File: src/rtl/breakout_engine.sv
// breakout_engine: per-frame game state for the breakout demo.
// Paddle motion, ball motion/reflection and serve/play/lost/over FSM.
module breakout_engine #(
  parameter int H_ACTIVE     = 640,
  parameter int V_ACTIVE     = 480,
  parameter int BORDER       = 8,
  parameter int BALL_R       = 4,
  parameter int PADDLE_W     = 64,
  parameter int PADDLE_Y     = 448,
  parameter int PADDLE_SPEED = 4,
  parameter int BALL_SPEED   = 2,
  parameter int LIVES        = 3
) (
  input  logic       clk,
  input  logic       nRst,
  input  logic       frame_pulse,
  input  logic       btn_left,
  input  logic       btn_right,
  input  logic       btn_select,
  input  logic       block_hit,
  output logic [9:0] ball_x,
  output logic [8:0] ball_y,
  output logic [9:0] paddle_x,
  output logic [2:0] lives,
  output logic [1:0] state,
  output logic       lost_pulse
);

  typedef enum logic [1:0] {
    S_SERVE = 2'b00,
    S_PLAY  = 2'b01,
    S_LOST  = 2'b10,
    S_OVER  = 2'b11
  } state_e;

  localparam logic signed [10:0] PX_MIN =
    11'(BORDER + PADDLE_W / 2);
  localparam logic signed [10:0] PX_MAX =
    11'(H_ACTIVE - BORDER - PADDLE_W / 2);
  localparam logic signed [10:0] BX_MIN =
    11'(BORDER + BALL_R);
  localparam logic signed [10:0] BX_MAX =
    11'(H_ACTIVE - BORDER - BALL_R);
  localparam logic signed [10:0] BY_MIN =
    11'(BORDER + BALL_R);
  localparam logic signed [10:0] BY_REST =
    11'(PADDLE_Y - BALL_R);
  localparam logic signed [10:0] PSPD  = 11'(PADDLE_SPEED);
  localparam logic signed [10:0] BSPD  = 11'(BALL_SPEED);
  localparam logic signed [10:0] RAD   = 11'(BALL_R);
  localparam logic signed [10:0] VACT  = 11'(V_ACTIVE);
  localparam logic signed [10:0] MID   = 11'(H_ACTIVE / 2);
  localparam logic signed [10:0] CATCH =
    11'(PADDLE_W / 2 + BALL_R);
  localparam logic [2:0] LIVES3 = 3'(LIVES);

  state_e r_state, w_state_nx;

  logic signed [10:0] r_px, r_bx, r_by;
  logic signed [10:0] w_px_nx, w_bx_nx, w_by_nx;
  logic signed [10:0] w_px_mv, w_nx, w_ny;
  logic signed [10:0] w_dist, w_adist;
  logic [2:0] r_lives, w_lives_nx;
  logic r_dx, r_dy, r_hit, r_lost;
  logic w_dx_nx, w_dy_nx, w_hit_nx, w_lost_nx;
  logic w_hit, w_dy_eff, w_top, w_catch, w_lose;
  logic w_unused;

  // Candidate moves, shared by the FSM and datapath.
  always_comb begin
    w_hit   = r_hit | block_hit;
    w_px_mv = r_px;
    if (btn_left && !btn_right)
      w_px_mv = (r_px - PSPD <= PX_MIN) ?
                PX_MIN : r_px - PSPD;
    else if (btn_right && !btn_left)
      w_px_mv = (r_px + PSPD >= PX_MAX) ?
                PX_MAX : r_px + PSPD;
    w_dy_eff = r_dy ^ w_hit;
    w_nx     = r_dx ? r_bx + BSPD : r_bx - BSPD;
    w_ny     = w_dy_eff ? r_by + BSPD : r_by - BSPD;
    w_dist   = w_nx - r_px;
    w_adist  = w_dist[10] ? -w_dist : w_dist;
    w_top    = (w_ny <= BY_MIN);
    w_catch  = w_dy_eff && (r_by <= BY_REST) &&
               (w_ny >= BY_REST) && (w_adist <= CATCH);
    w_lose   = !w_top && !w_catch &&
               (w_ny + RAD >= VACT);
  end

  always_ff @(posedge clk or negedge nRst) begin
    if (!nRst) r_state <= S_SERVE;
    else       r_state <= w_state_nx;
  end

  always_comb begin
    w_state_nx = r_state;
    if (frame_pulse) begin
      unique case (1'b1)
        (r_state == S_SERVE):
          if (btn_select) w_state_nx = S_PLAY;
        (r_state == S_PLAY):
          if (w_lose) w_state_nx = S_LOST;
        (r_state == S_LOST):
          w_state_nx = (r_lives == 3'd0) ?
                       S_OVER : S_SERVE;
        default:
          if (btn_select) w_state_nx = S_SERVE;
      endcase
    end
  end

  always_comb begin
    w_px_nx    = r_px;
    w_bx_nx    = r_bx;
    w_by_nx    = r_by;
    w_dx_nx    = r_dx;
    w_dy_nx    = r_dy;
    w_lives_nx = r_lives;
    w_lost_nx  = 1'b0;
    w_hit_nx   = w_hit;
    if (frame_pulse) begin
      w_hit_nx = 1'b0;
      if (r_state != S_OVER) w_px_nx = w_px_mv;
      unique case (1'b1)
        (r_state == S_SERVE): begin
          w_bx_nx = w_px_mv;
          w_by_nx = BY_REST;
          if (btn_select) begin
            w_dx_nx = 1'b1;
            w_dy_nx = 1'b0;
          end
        end
        (r_state == S_PLAY): begin
          // A lost ball stays where it was last drawn.
          if (w_lose) begin
            w_lives_nx = r_lives - 3'd1;
            w_lost_nx  = 1'b1;
          end else begin
            w_dy_nx = w_dy_eff;
            if (w_nx <= BX_MIN) begin
              w_bx_nx = BX_MIN;
              w_dx_nx = 1'b1;
            end else if (w_nx >= BX_MAX) begin
              w_bx_nx = BX_MAX;
              w_dx_nx = 1'b0;
            end else begin
              w_bx_nx = w_nx;
            end
            if (w_top) begin
              w_by_nx = BY_MIN;
              w_dy_nx = 1'b1;
            end else if (w_catch) begin
              w_by_nx = BY_REST;
              w_dy_nx = 1'b0;
            end else begin
              w_by_nx = w_ny;
            end
          end
        end
        (r_state == S_LOST): begin
        end
        default:
          if (btn_select) begin
            w_lives_nx = LIVES3;
            w_px_nx    = MID;
          end
      endcase
    end
  end

  always_ff @(posedge clk or negedge nRst) begin
    if (!nRst) begin
      r_px    <= MID;
      r_bx    <= MID;
      r_by    <= BY_REST;
      r_dx    <= 1'b1;
      r_dy    <= 1'b0;
      r_hit   <= 1'b0;
      r_lost  <= 1'b0;
      r_lives <= LIVES3;
    end else begin
      r_px    <= w_px_nx;
      r_bx    <= w_bx_nx;
      r_by    <= w_by_nx;
      r_dx    <= w_dx_nx;
      r_dy    <= w_dy_nx;
      r_hit   <= w_hit_nx;
      r_lost  <= w_lost_nx;
      r_lives <= w_lives_nx;
    end
  end

  assign ball_x     = r_bx[9:0];
  assign ball_y     = r_by[8:0];
  assign paddle_x   = r_px[9:0];
  assign lives      = r_lives;
  assign state      = r_state;
  assign lost_pulse = r_lost;

  assign w_unused = ^{r_bx[10], r_by[10:9], r_px[10]};

endmodule

File: config.mk
export PLATFORM = sky130hd
export DESIGN_NAME = breakout_engine
export DESIGN_NICKNAME = d
export VERILOG_FILES = /design/src/rtl/breakout_engine.sv
export SDC_FILE = /design/constraint.sdc
export NUM_CORES = 1
export LEC_CHECK = 0
export ABC_AREA = 1
export CORE_ASPECT_RATIO = 0.75
export CORE_UTILIZATION = 45
export CTS_CLUSTER_SIZE = 30
export DETAILED_ROUTE_END_ITERATION = 12
export SYNTH_ARGS = -nofsm -noshare
export SYNTH_HDL_FRONTEND = slang
export SYNTH_SLANG_ARGS = --single-unit
File: constraint.sdc
create_clock -name clk -period 12.9 [get_ports clk]
set_clock_uncertainty 0.05 [all_clocks]
set_input_delay 3.225 -clock clk [delete_from_list [all_inputs] [get_ports clk]]
set_output_delay 3.225 -clock clk [all_outputs]
set_load 0.02 [all_outputs]
Yosys cells after proc, flatten, opt, wreduce, memory -nomap -nowiden
Cells that the tools add are included.
{ "classes": {"addsub": 10, "magnitude_cmp": 9, "n_eq_ne": 7, "mux": 40, "n_bitwise": 3, "reduce_logical": 23} }
{ "op_table": {"columns": ["operator", "n"], "rows": [
  ["11-bit two-way mux", 16],
  ["11-bit case mux with 2 select lines", 2],
  ["11-bit by 3-bit adder with 11-bit output, second input constant", 2],
  ["11-bit by 4-bit adder with 11-bit output, second input constant", 2],
  ["11-bit by 10-bit greater-or-equal comparator with 1-bit output, second input constant", 2],
  ["11-bit greater-or-equal comparator, second input constant", 2],
  ["11-bit by 5-bit <= comparator with 1-bit output, second input constant", 2],
  ["11-bit by 7-bit <= comparator with 1-bit output, second input constant", 2],
  ["11-bit by 3-bit subtractor with 11-bit output, second input constant", 2],
  ["1-bit two-way mux", 12],
  ["4-bit AND reduction", 3],
  ["11-bit by 10-bit <= comparator with 1-bit output, second input constant", 1],
  ["11-bit negation", 1],
  ["11-bit subtractor", 1],
  ["11-bit by 4-bit subtractor with 11-bit output, second input constant", 1],
  ["2-bit two-way mux", 4],
  ["2-bit != test, second input constant", 4],
  ["1-bit logical AND", 7],
  ["3-bit two-way mux", 2],
  ["2-bit case mux with 3 select lines", 1],
  ["3-bit case mux with 2 select lines", 1],
  ["5-bit AND reduction", 1],
  ["1-bit zero test", 4],
  ["1-bit case mux with 2 select lines", 2],
  ["other kinds (14)", 15]
]} }
{ "totals": {"regBits": 42, "in_bits": 7, "output_inout_bits": 35, "word_cells": 101} }

Depth between registers and ports, before layout
Gate-level depths: netlist (run 1).
{ "depth": {"ltp_word": 13, "mapped_depth": 33} }

Worst setup path before layout (run 1)
No wires, ideal clock.
{ "synth_timing": {"kind": "input-to-reg", "start": "input port block_hit", "end": "register r_by[1]", "setup_time_ns": 0.118, "arrival_time_ns": 6.183, "t_required_ns": 12.732, "setup_slack_ns": 6.549, "stages": 19, "path_buffers": 2, "path_cell_list": "nor2_1 -> xor2_1 -> ha_1 -> a21oi_1 -> nand2_1 -> xnor2_1 -> nor2_1 -> inv_1 -> or2_2 -> nand2_1 -> a21oi_1 -> nor3_1 -> nand2_4 -> nand4_4 -> nand3_2 -> buf_6 -> buf_12 -> nand2_2 -> o21ai_2"} }
{ "synth_via": {"elab_chain_cells": 11} }
{ "synth_lines": {"columns": ["item", "line", "text"], "rows": [
  ["start, declared", "20", "input logic block_hit,"],
  ["1-bit bitwise OR *", "71", "w_hit = r_hit | block_hit;"],
  ["1-bit bitwise XOR *", "79", "w_dy_eff = r_dy ^ w_hit;"],
  ["branches (longest 9 deep; another with 11-bit by 4-bit adder with 11-bit output)", null, null],
  ["end signal, assigned", "185", "r_by <= w_by_nx;"],
  ["end, declared", "59", "logic signed [10:0] r_px, r_bx, r_by;"]
]} }
Every way passes the cells marked *. The select of a mux whose other input is x is not followed.
A chain may end at the register's enable or synchronous reset.

Worst setup path after layout (run 1)
{ "layout_timing": {"start": "input port block_hit", "end": "register r_bx[3]"} }
{ "layout_via": {"elab_chain_cells": 11} }
{ "layout_lines": {"columns": ["item", "line", "text"], "rows": [
  ["1-bit bitwise OR *", "71", null],
  ["1-bit bitwise XOR *", "79", null],
  ["branches (longest 6 deep; another with 11-bit by 4-bit adder with 11-bit output)", null, null],
  ["1-bit logical AND *", "87", "w_lose = !w_top && !w_catch &&"],
  ["2-bit != test (no source line) *", null, null],
  ["3-bit AND reduction (no source line) *", null, null],
  ["end signal, assigned", "184", "r_bx <= w_bx_nx;"],
  ["end, declared", "59", null]
]} }
Every way passes the cells marked *.

==> results.sh, run 1 <==
export IMPL_status="complete, no violations"
export IMPL_area_growth_syn_to_layout_pct=8.576
export IMPL_period_minus_slack_ns=7.704
export IMPL_hpwl_um=9913
export IMPL_fin_tns_setup_ns=0
export IMPL_synth_edf_count=0
export IMPL_r2r_cells=28
export IMPL_synth_seq_area_share=0.2185
export IMPL_syn_cell_area_mm2=0.004771
export IMPL_drv_slew=0
export IMPL_yosysWarningCount=0
export IMPL_h_tree_depth=2
export IMPL_cts_resized=0
export IMPL_syn_avg_cell_area_um2=6.691
export IMPL_fin_crit_sh=0.5972
export IMPL_r2r_start="r_bx[1]"
export IMPL_crit_slowest_cell="xor2_1"
export IMPL_nNetsFinal=760
export IMPL_grt_total_usage=0.2438
export IMPL_wl_per_cell_um=14.78
export IMPL_slowest_delay_ns=0.87
export IMPL_synthesis_nets=755
export IMPL_finalWirelength_um=12640
export IMPL_cts_buffers=5
export IMPL_ios=42
export IMPL_vias=4607
export IMPL_min_from="lives[1]"
export IMPL_hp_class="reg2reg"
export IMPL_antenna_found_initial=0
export IMPL_grt_pass1_wl_um=21620
export IMPL_initial_utilization=0.4636
export IMPL_hold_violations=0
export IMPL_syn_inst=713
export IMPL_post_cts_buffers=0
export IMPL_setup_violations=0
export IMPL_cts_tree="built"
export IMPL_fin_area_mm2=0.005180
export IMPL_async_reset_ff_frac=1.000
export IMPL_clock_latency_ns=0.28
export IMPL_synth_seq_cells=41
export IMPL_path_clk_slew_ns=0.06
export IMPL_grt_max_degree=42
export IMPL_die_h_um=91.17
export IMPL_vias_per_cell=5.388
export IMPL_postCtsHoldBufs=0
export IMPL_critical_path_arrival_ns=7.83
export IMPL_drive_gt1_frac=0.09458
export IMPL_worstPathCellList="clkdlybuf4s50_1 -> nor2_1 -> xor2_1 -> ha_1 -> a21oi_1 -> nand2_1 -> xnor2_1 -> nor2_1 -> inv_1 -> or2_2 -> nand2_1 -> a21oi_1 -> nor3_1 -> nand2_4 -> nand4_4 -> nand3_2 -> o21ai_1"
export IMPL_r2r_slack_ns=7.15
export IMPL_synthDistinctLibCells=51
export IMPL_drt_iter0_drc=434
export IMPL_die_area_mm2=0.01102
export IMPL_crit_path_start_kind="primary input"
export IMPL_grt_pass1_vias=4435
export IMPL_rsz0062_at_grt="no"
export IMPL_cp_max_fo=39
export IMPL_globalRouteOverflowTotal=0
export IMPL_placed_area_mm2=0.005037
export IMPL_gp_congestion=0.9623
export IMPL_tightest_slew_ns=1.093
export IMPL_ant_nets=0
export IMPL_die_x_um=120.9
export IMPL_holdPathEnd="lives[1]"
export IMPL_cts_sinks=41
export IMPL_drc=0
export IMPL_hold_depth=2
export IMPL_endpoint_kind="flip-flop"
export IMPL_cts_root_buf="clkbuf_16"
export IMPL_core_mm2=0.01029
export IMPL_antenna_cells=0
export IMPL_fmax_mhz=129.8
export IMPL_r2r_end="r_bx[3]"
export IMPL_cap_violations=0
export IMPL_cts_buffer_depth=2
export IMPL_synth_main_ff_cell="dfrtp_1"
export IMPL_relSlewSlack=0.2690
export IMPL_critPathKind="in2reg"
export IMPL_cp_data_required_time_ns=13.03
export IMPL_rows=32
export IMPL_portBuffers=40
export IMPL_first_pass_iters=5
==> metal layers <==
metal	GRT usage	part of all wire	vias up	wire [µm]
met5	0	0	-	0
met4	0.04630	0.0091	0	115
met3	0.03706	0.058	10	730
met2	0.3548	0.41	148	5131
met1	0.3758	0.53	2115	6663
li1	-	-	2334	-
==> kinds of logic after synthesis <==
group,Yosys count,synth area share
flip-flops,41,0.2185
buffers and inverters,145,0.1445
AO/OA/AOI/OAI,127,0.1581
AND/OR/NAND/NOR,331,0.3210
other,1,0.0007860
XOR/XNOR,33,0.06058
adder cells (fa/ha/maj),35,0.09651
==> layout by cell type (no fill, tap or decap), types with 4 or more instances in the layout <==
cell	n
nor3_1	11
nand3_2	4
xnor2_1	7
inv_1	96
nor2_1	42
o21ai_0	35
o22ai_1	7
dfrtp_1	28
nand2_2	16
nand4_1	14
nand3_1	58
clkinv_1	4
clkdlybuf4s50_1	39
clkbuf_16	5
xor2_1	26
dfstp_2	13
a21oi_1	37
o21ai_1	13
ha_1	32
nand2_1	170
o21ai_2	10
o21bai_1	4
==> registers in the layout, summed over array words and instances, names as in the netlist <==
name	cells
lost_pulse	1
state	2
r_px	11
r_dx	1
r_dy	1
r_hit	1
r_by	10
r_bx	11
lives	3
==> synthesized netlist by cell type (9+ instances only) <==
cell | number | area (µm²)
ha_1 | 32 | 400.4
buf_4 | 30 | 225.2
dfrtp_1 | 28 | 700.7
nand2_1 | 170 | 638.1
nand4_1 | 14 | 87.58
o21ai_2 | 10 | 87.58
nor2_1 | 42 | 157.7
xor2_1 | 26 | 227.7
nand2_2 | 16 | 100.1
dfstp_2 | 13 | 341.6
o21ai_1 | 13 | 65.06
inv_1 | 96 | 360.4
nor3_1 | 11 | 55.05
a21oi_1 | 37 | 185.2
nand3_1 | 58 | 290.3
o21ai_0 | 35 | 175.2
clkbuf_1 | 9 | 33.78
==> through the flow <==
step / hold slack (ns) / util / setup slack [ns] / instances
floorplan: 0.4063 / - / 6.549 / 713
global placement: 0.4220 / 0.4895 / 5.194 / 847
detailed placement: 0.4231 / 0.4895 / 4.979 / 847
CTS: 0.4392 / 0.5034 / 5.254 / 855
global route: 0.4479 / 0.5034 / 4.714 / 855
finish: 0.4325 / 0.5034 / 5.196 / 855
==> worst max-delay path by stage <==
stage	cells after the start	start	slack (ns)	endpoint
global placement	17	block_hit	5.19	r_bx[8]
global route	17	block_hit	4.71	r_bx[1]
finish	17	block_hit	5.20	r_bx[3]
CTS	16	block_hit	5.25	r_by[1]
floorplan	19	block_hit	6.55	r_by[1]
detailed placement	17	block_hit	4.98	r_by[1]
==> cell type report <==
class	instances	area (µm²)
Clock buffer	5	125.1
Clock inverter	3	17.52
Fill cell	1073	5110
Inverter	102	382.9
Multi-Input combinational cell	527	3039
Sequential cell	41	1042
Tap cell	136	170.2
Timing Repair Buffer	41	402.9
==> worst max-delay path, delay by kind of cell <==
kind / cells / cell delay (ns)
simple gates: 9 / 2.04
fa+ha+maj: 1 / 0.44
buf+inv: 2 / 0.48
compound gates: 3 / 0.59
xor+xnor: 2 / 1.04
Power of run 1 is not shown: default switching activity piles up to over one toggle a cycle in this logic, so the estimate is an artifact.
==> run 2, diff against run 1 <==
==> constraint.sdc (replaced) <==
create_clock -name clk -period 7.9 [get_ports clk]
set_clock_uncertainty 0.05 [all_clocks]
set_input_delay 1.975 -clock clk [delete_from_list [all_inputs] [get_ports clk]]
set_output_delay 1.975 -clock clk [all_outputs]
set_load 0.02 [all_outputs]
==> run 2 against run 1 <==
Compared with the run above: final cell count did not move; via count rose by 0.46%; global-route usage fell by 0.19 points; routed wire length fell by 0.31%; core utilization rose by 0.29 points; critical endpoint is now r_by[4].
==> results.sh, run 2 (synthesis results as in run 1) <==
export IMPL_ant_nets=0
export IMPL_drive_gt1_frac=0.09318
export IMPL_crit_path_start_kind="primary input"
export IMPL_rsz0062_at_grt="no"
export IMPL_endpoint_kind="flip-flop"
export IMPL_area_growth_syn_to_layout_pct=9.205
export IMPL_postCtsHoldBufs=0
export IMPL_drt_iter0_drc=325
export IMPL_grt_total_usage=0.2419
export IMPL_fin_crit_sh=0.8189
export IMPL_grt_max_degree=42
export IMPL_relSlewSlack=0.2865
export IMPL_cp_data_required_time_ns=8.04
export IMPL_cap_violations=0
export IMPL_final_common_cell="nand2_1"
export IMPL_drc=0
export IMPL_initial_utilization=0.4636
export IMPL_critical_path_arrival_ns=6.61
export IMPL_hold_ws_ns=0.4299
export IMPL_cts_buffers=5
export IMPL_hold_violations=0
export IMPL_fmax_mhz=154.6
export IMPL_drv_slew=0
export IMPL_cts_sinks=41
export IMPL_cp_max_fo=39
export IMPL_vias=4628
export IMPL_antenna_cells=0
export IMPL_setup_violations=0
export IMPL_critPathKind="in2reg"
export IMPL_finalWirelength_um=12600
export IMPL_core_mm2=0.01029
export IMPL_vias_per_cell=5.413
export IMPL_path_buf_inv=1
export IMPL_grt_pass1_wl_um=21290
export IMPL_status="complete, no violations"
export IMPL_globalRouteOverflowTotal=0
export IMPL_cpMostUsedCell="nor2_1"
export IMPL_top_regs="r_bx (11), r_px (11), r_by (10)"
export IMPL_path_clk_slew_ns=0.06
export IMPL_fin_tns_setup_ns=0
export IMPL_final_cell_mix="nand2_1, inv_1, nand3_1, nor2_1, clkdlybuf4s50_1"
export IMPL_hpwl_um=9864
export IMPL_cts_tree="built"
export IMPL_antenna_found_initial=0
export IMPL_crit_slowest_cell="xor2_1"
export IMPL_grt_pass1_vias=4317
export IMPL_first_pass_iters=5
export IMPL_gp_congestion=0.9623
export IMPL_period_minus_slack_ns=6.469
export IMPL_tightest_slew_ns=1.067
export IMPL_cts_resized=0
export IMPL_nNetsFinal=760
export IMPL_wl_per_cell_um=14.74
export IMPL_critPathTopFamily="simple AND/OR/NAND/NOR gates"
export IMPL_portBuffers=40
export IMPL_cts_root_buf="clkbuf_16"
export IMPL_clock_latency_ns=0.29
export IMPL_die_area_mm2=0.01102
export IMPL_cts_buffer_depth=2
export IMPL_die_x_um=120.9
export IMPL_hp_class="reg2reg"
export IMPL_fin_cells=855
export IMPL_h_tree_depth=2
export IMPL_rows=32
export IMPL_worstPathCellList="clkdlybuf4s50_1 -> nor2_1 -> xor2_1 -> ha_1 -> a21oi_1 -> nand2_1 -> a21oi_1 -> nor2_1 -> nor2_1 -> xor2_1 -> o2111ai_1 -> nor3_1 -> a21oi_2 -> nand4_4 -> nand3_2 -> o21ai_2"
export IMPL_die_h_um=91.17
export IMPL_slowest_delay_ns=0.86
export IMPL_post_cts_buffers=0
export IMPL_placed_cells=847
export IMPL_ios=42
export IMPL_fin_util=0.5063
export IMPL_fill_cells=1067
-- run 2: layout make-up --
type / count / area [µm²] / area share
tap: 136 / 170.2 / 0.03266
clock inverter: 1 / 30.03 / 0.005764
multi-input combinational: 527 / 3039 / 0.5833
timing repair buffer: 41 / 402.9 / 0.07733
inverter: 102 / 382.9 / 0.07349
sequential: 41 / 1042 / 0.2000
clock buffer: 7 / 142.6 / 0.02738
-- run 2: worst reg2reg max path, delay by kind of cell, from the launching register on --
| family | cells | cell delay (ns) |
|---|---|---|
| AO/OA/AOI/OAI | 6 | 1.28 |
| XOR/XNOR | 1 | 0.27 |
| adder cells (fa/ha/maj) | 2 | 0.86 |
| buffers and inverters | 4 | 0.52 |
| flip-flops | 1 | 0.50 |
| AND/OR/NAND/NOR | 15 | 2.20 |
-- run 2: per-layer routing --
layer  share of wire  vias to the layer above  GRT usage  wire (µm)
met2            0.42                      125     0.3562       5286
li1                -                     2336          -          -
met4          0.0056                        0    0.03498         70
met5               0                        -          0          0
met3           0.058                        7    0.04837        726
met1            0.52                     2160     0.3666       6519
-- run 2: metrics by stage --
stage               area [µm²]  setup WS, ns
floorplan                 4771         2.799
CTS                       5210         1.462
finish                    5210         1.431
global placement          5037         1.444
detailed placement        5037         1.179
global route              5210         1.015
-- run 2: worst paths after layout --
path	slack, ns	endpoint	startpoint	cells past startpoint
max	1.43	r_by[4]	block_hit	16
min	0.43	lives[1]	lives[1]	2
max reg2reg	2.12	r_by[4]	r_bx[1]	28
min reg2reg	0.43	lives[1]	lives[1]	2
max in group asynchronous	5.43	r_by[6]	nRst	1
min in group asynchronous	1.77	r_px[5]	nRst	1
Power of run 2 is left out for the same reason.
==> run 3, diff against run 2 <==
==> constraint.sdc (replaced) <==
create_clock -name clk -period 6.6 [get_ports clk]
set_clock_uncertainty 0.05 [all_clocks]
set_input_delay 1.65 -clock clk [delete_from_list [all_inputs] [get_ports clk]]
set_output_delay 1.65 -clock clk [all_outputs]
set_load 0.02 [all_outputs]
==> run 3 against run 2 <==
Compared with the run above: register-to-register slack got worse by 1.3 ns; global-route usage decreased by 0.59 points; sequential share of layout area increased by 0.087 points; count of clock-buffer cells in the layout decreased by 2; final cell count increased by 0.12%; sequential cell count unchanged; final area decreased by 0.43%; non-clock buffer count increased by 1.
==> results.sh, run 3 (synthesis results as in run 1) <==
export IMPL_worstSetupStartpoint="r_bx[1]"
export IMPL_r2r_start="r_bx[1]"
export IMPL_endpoint_kind="flip-flop"
export IMPL_rsz0062_at_grt="no"
export IMPL_hpwl_um=9762
export IMPL_fin_util=0.5041
export IMPL_drive_gt1_frac=0.09583
export IMPL_drt_iter0_drc=285
export IMPL_die_h_um=91.17
export IMPL_finalWirelength_um=12450
export IMPL_cpMostUsedCell="nand2_1"
export IMPL_core_mm2=0.01029
export IMPL_post_cts_buffers=0
export IMPL_die_area_mm2=0.01102
export IMPL_setup_violations=0
export IMPL_cp_data_required_time_ns=6.69
export IMPL_cp_depth=29
export IMPL_cts_sinks=41
export IMPL_period_minus_slack_ns=5.768
export IMPL_wl_per_cell_um=14.55
export IMPL_top_regs="r_bx (11), r_px (11), r_by (10)"
export IMPL_grt_max_degree=42
export IMPL_fill_cells=1038
export IMPL_fin_crit_sh=0.8739
export IMPL_antenna_found_initial=0
export IMPL_grt_pass1_vias=4198
export IMPL_first_pass_iters=6
export IMPL_critPathKind="reg2reg"
export IMPL_grt_pass1_wl_um=20820
export IMPL_tightest_slew_ns=0.9750
export IMPL_final_common_cell="nand2_1"
export IMPL_r2r_cells=29
export IMPL_drc=0
export IMPL_portBuffers=40
export IMPL_dpl_worst_slack_ns=0.8704
export IMPL_path_buf_inv=4
export IMPL_h_tree_depth=2
export IMPL_status="complete, no violations"
export IMPL_r2r_end="r_bx[2]"
export IMPL_fin_area_mm2=0.005187
export IMPL_r2r_slack_ns=0.83
export IMPL_die_x_um=120.9
export IMPL_nNetsFinal=761
export IMPL_relSlewSlack=0.3500
export IMPL_crit_path_start_kind="flip-flop"
export IMPL_antenna_cells=0
export IMPL_rows=32
export IMPL_critPathTopFamily="simple AND/OR/NAND/NOR gates"
export IMPL_fin_tns_setup_ns=0
export IMPL_hp_class="reg2reg"
export IMPL_vias_per_cell=5.395
export IMPL_initial_utilization=0.4636
export IMPL_cts_buffer_depth=2
export IMPL_gp_congestion=0.9012
export IMPL_area_growth_syn_to_layout_pct=8.733
export IMPL_globalRouteOverflowTotal=0
export IMPL_cp_max_fo=39
export IMPL_fmax_mhz=173.4
export IMPL_cts_tree="built"
export IMPL_placed_area_mm2=0.005045
export IMPL_cts_buffers=5
export IMPL_final_cell_mix="nand2_1, inv_1, nand3_1, nor2_1, clkdlybuf4s50_1"
export IMPL_ant_nets=0
export IMPL_slowest_delay_ns=0.74
export IMPL_cts_resized=0
export IMPL_vias=4618
export IMPL_critical_path_arrival_ns=5.86
export IMPL_drv_slew=0
export IMPL_worst_slack_ns=0.8325
export IMPL_ios=42
export IMPL_postCtsHoldBufs=0
export IMPL_path_clk_slew_ns=0.06
export IMPL_crit_slowest_cell="nand3_2"
export IMPL_cts_root_buf="clkbuf_16"
export IMPL_cap_violations=0
export IMPL_grt_total_usage=0.2360
export IMPL_hold_violations=0
export IMPL_clock_latency_ns=0.29
export IMPL_endpoint="r_bx[2]"
run 3: cell type report:
class	instances	area, µm²	area share
clock inverters	3	17.52	0.003377
well taps	136	170.2	0.03280
clock buffers	5	125.1	0.02412
flip-flops and latches	41	1042	0.2009
inverters	102	382.9	0.07381
multi-input cells	527	3039	0.5859
repair buffers	42	410.4	0.07911
run 3: worst min-delay path by stage:
| stage | startpoint | to | depth (start not counted) | slack (ns) |
|---|---|---|---|---|
| 5_1_grt | lives[0] | lives[0] | 2 | 0.45 |
| 2_1_floorplan | r_hit | r_hit | 2 | 0.41 |
| 6_report | lives[1] | lives[1] | 2 | 0.42 |
| 3_3_place_gp | lives[1] | lives[1] | 2 | 0.42 |
| 4_1_cts | lives[1] | lives[1] | 2 | 0.43 |
| 3_5_place_dp | lives[1] | lives[1] | 2 | 0.42 |
run 3: worst reg2reg max path: cells and delay by family, from the launching register on:
kind	cells	cell delay [ns]
AO/OA/AOI/OAI	6	0.96
XOR/XNOR	1	0.25
adder cells (fa/ha/maj)	2	0.88
buffers and inverters	4	0.50
flip-flops	1	0.51
AND/OR/NAND/NOR	16	2.47
run 3: metal layers:
metal | GRT usage | routed length [µm] | vias to the layer above | share of wire
met4 | 0.03704 | 133 | 0 | 0.011
met1 | 0.3727 | 6684 | 2130 | 0.54
li1 | - | - | 2331 | -
met3 | 0.02513 | 702 | 12 | 0.056
met2 | 0.3438 | 4930 | 145 | 0.40
met5 | 0 | 0 | - | 0
run 3: stage by stage:
| stage | cells | hold WS, ns |
|---|---|---|
| after floorplan | 713 | 0.4063 |
| after global placement | 848 | 0.4219 |
| after detailed placement | 848 | 0.4195 |
| after CTS | 856 | 0.4290 |
| after global routing | 856 | 0.4525 |
| final | 856 | 0.4238 |
Power of run 3 is left out for the same reason.
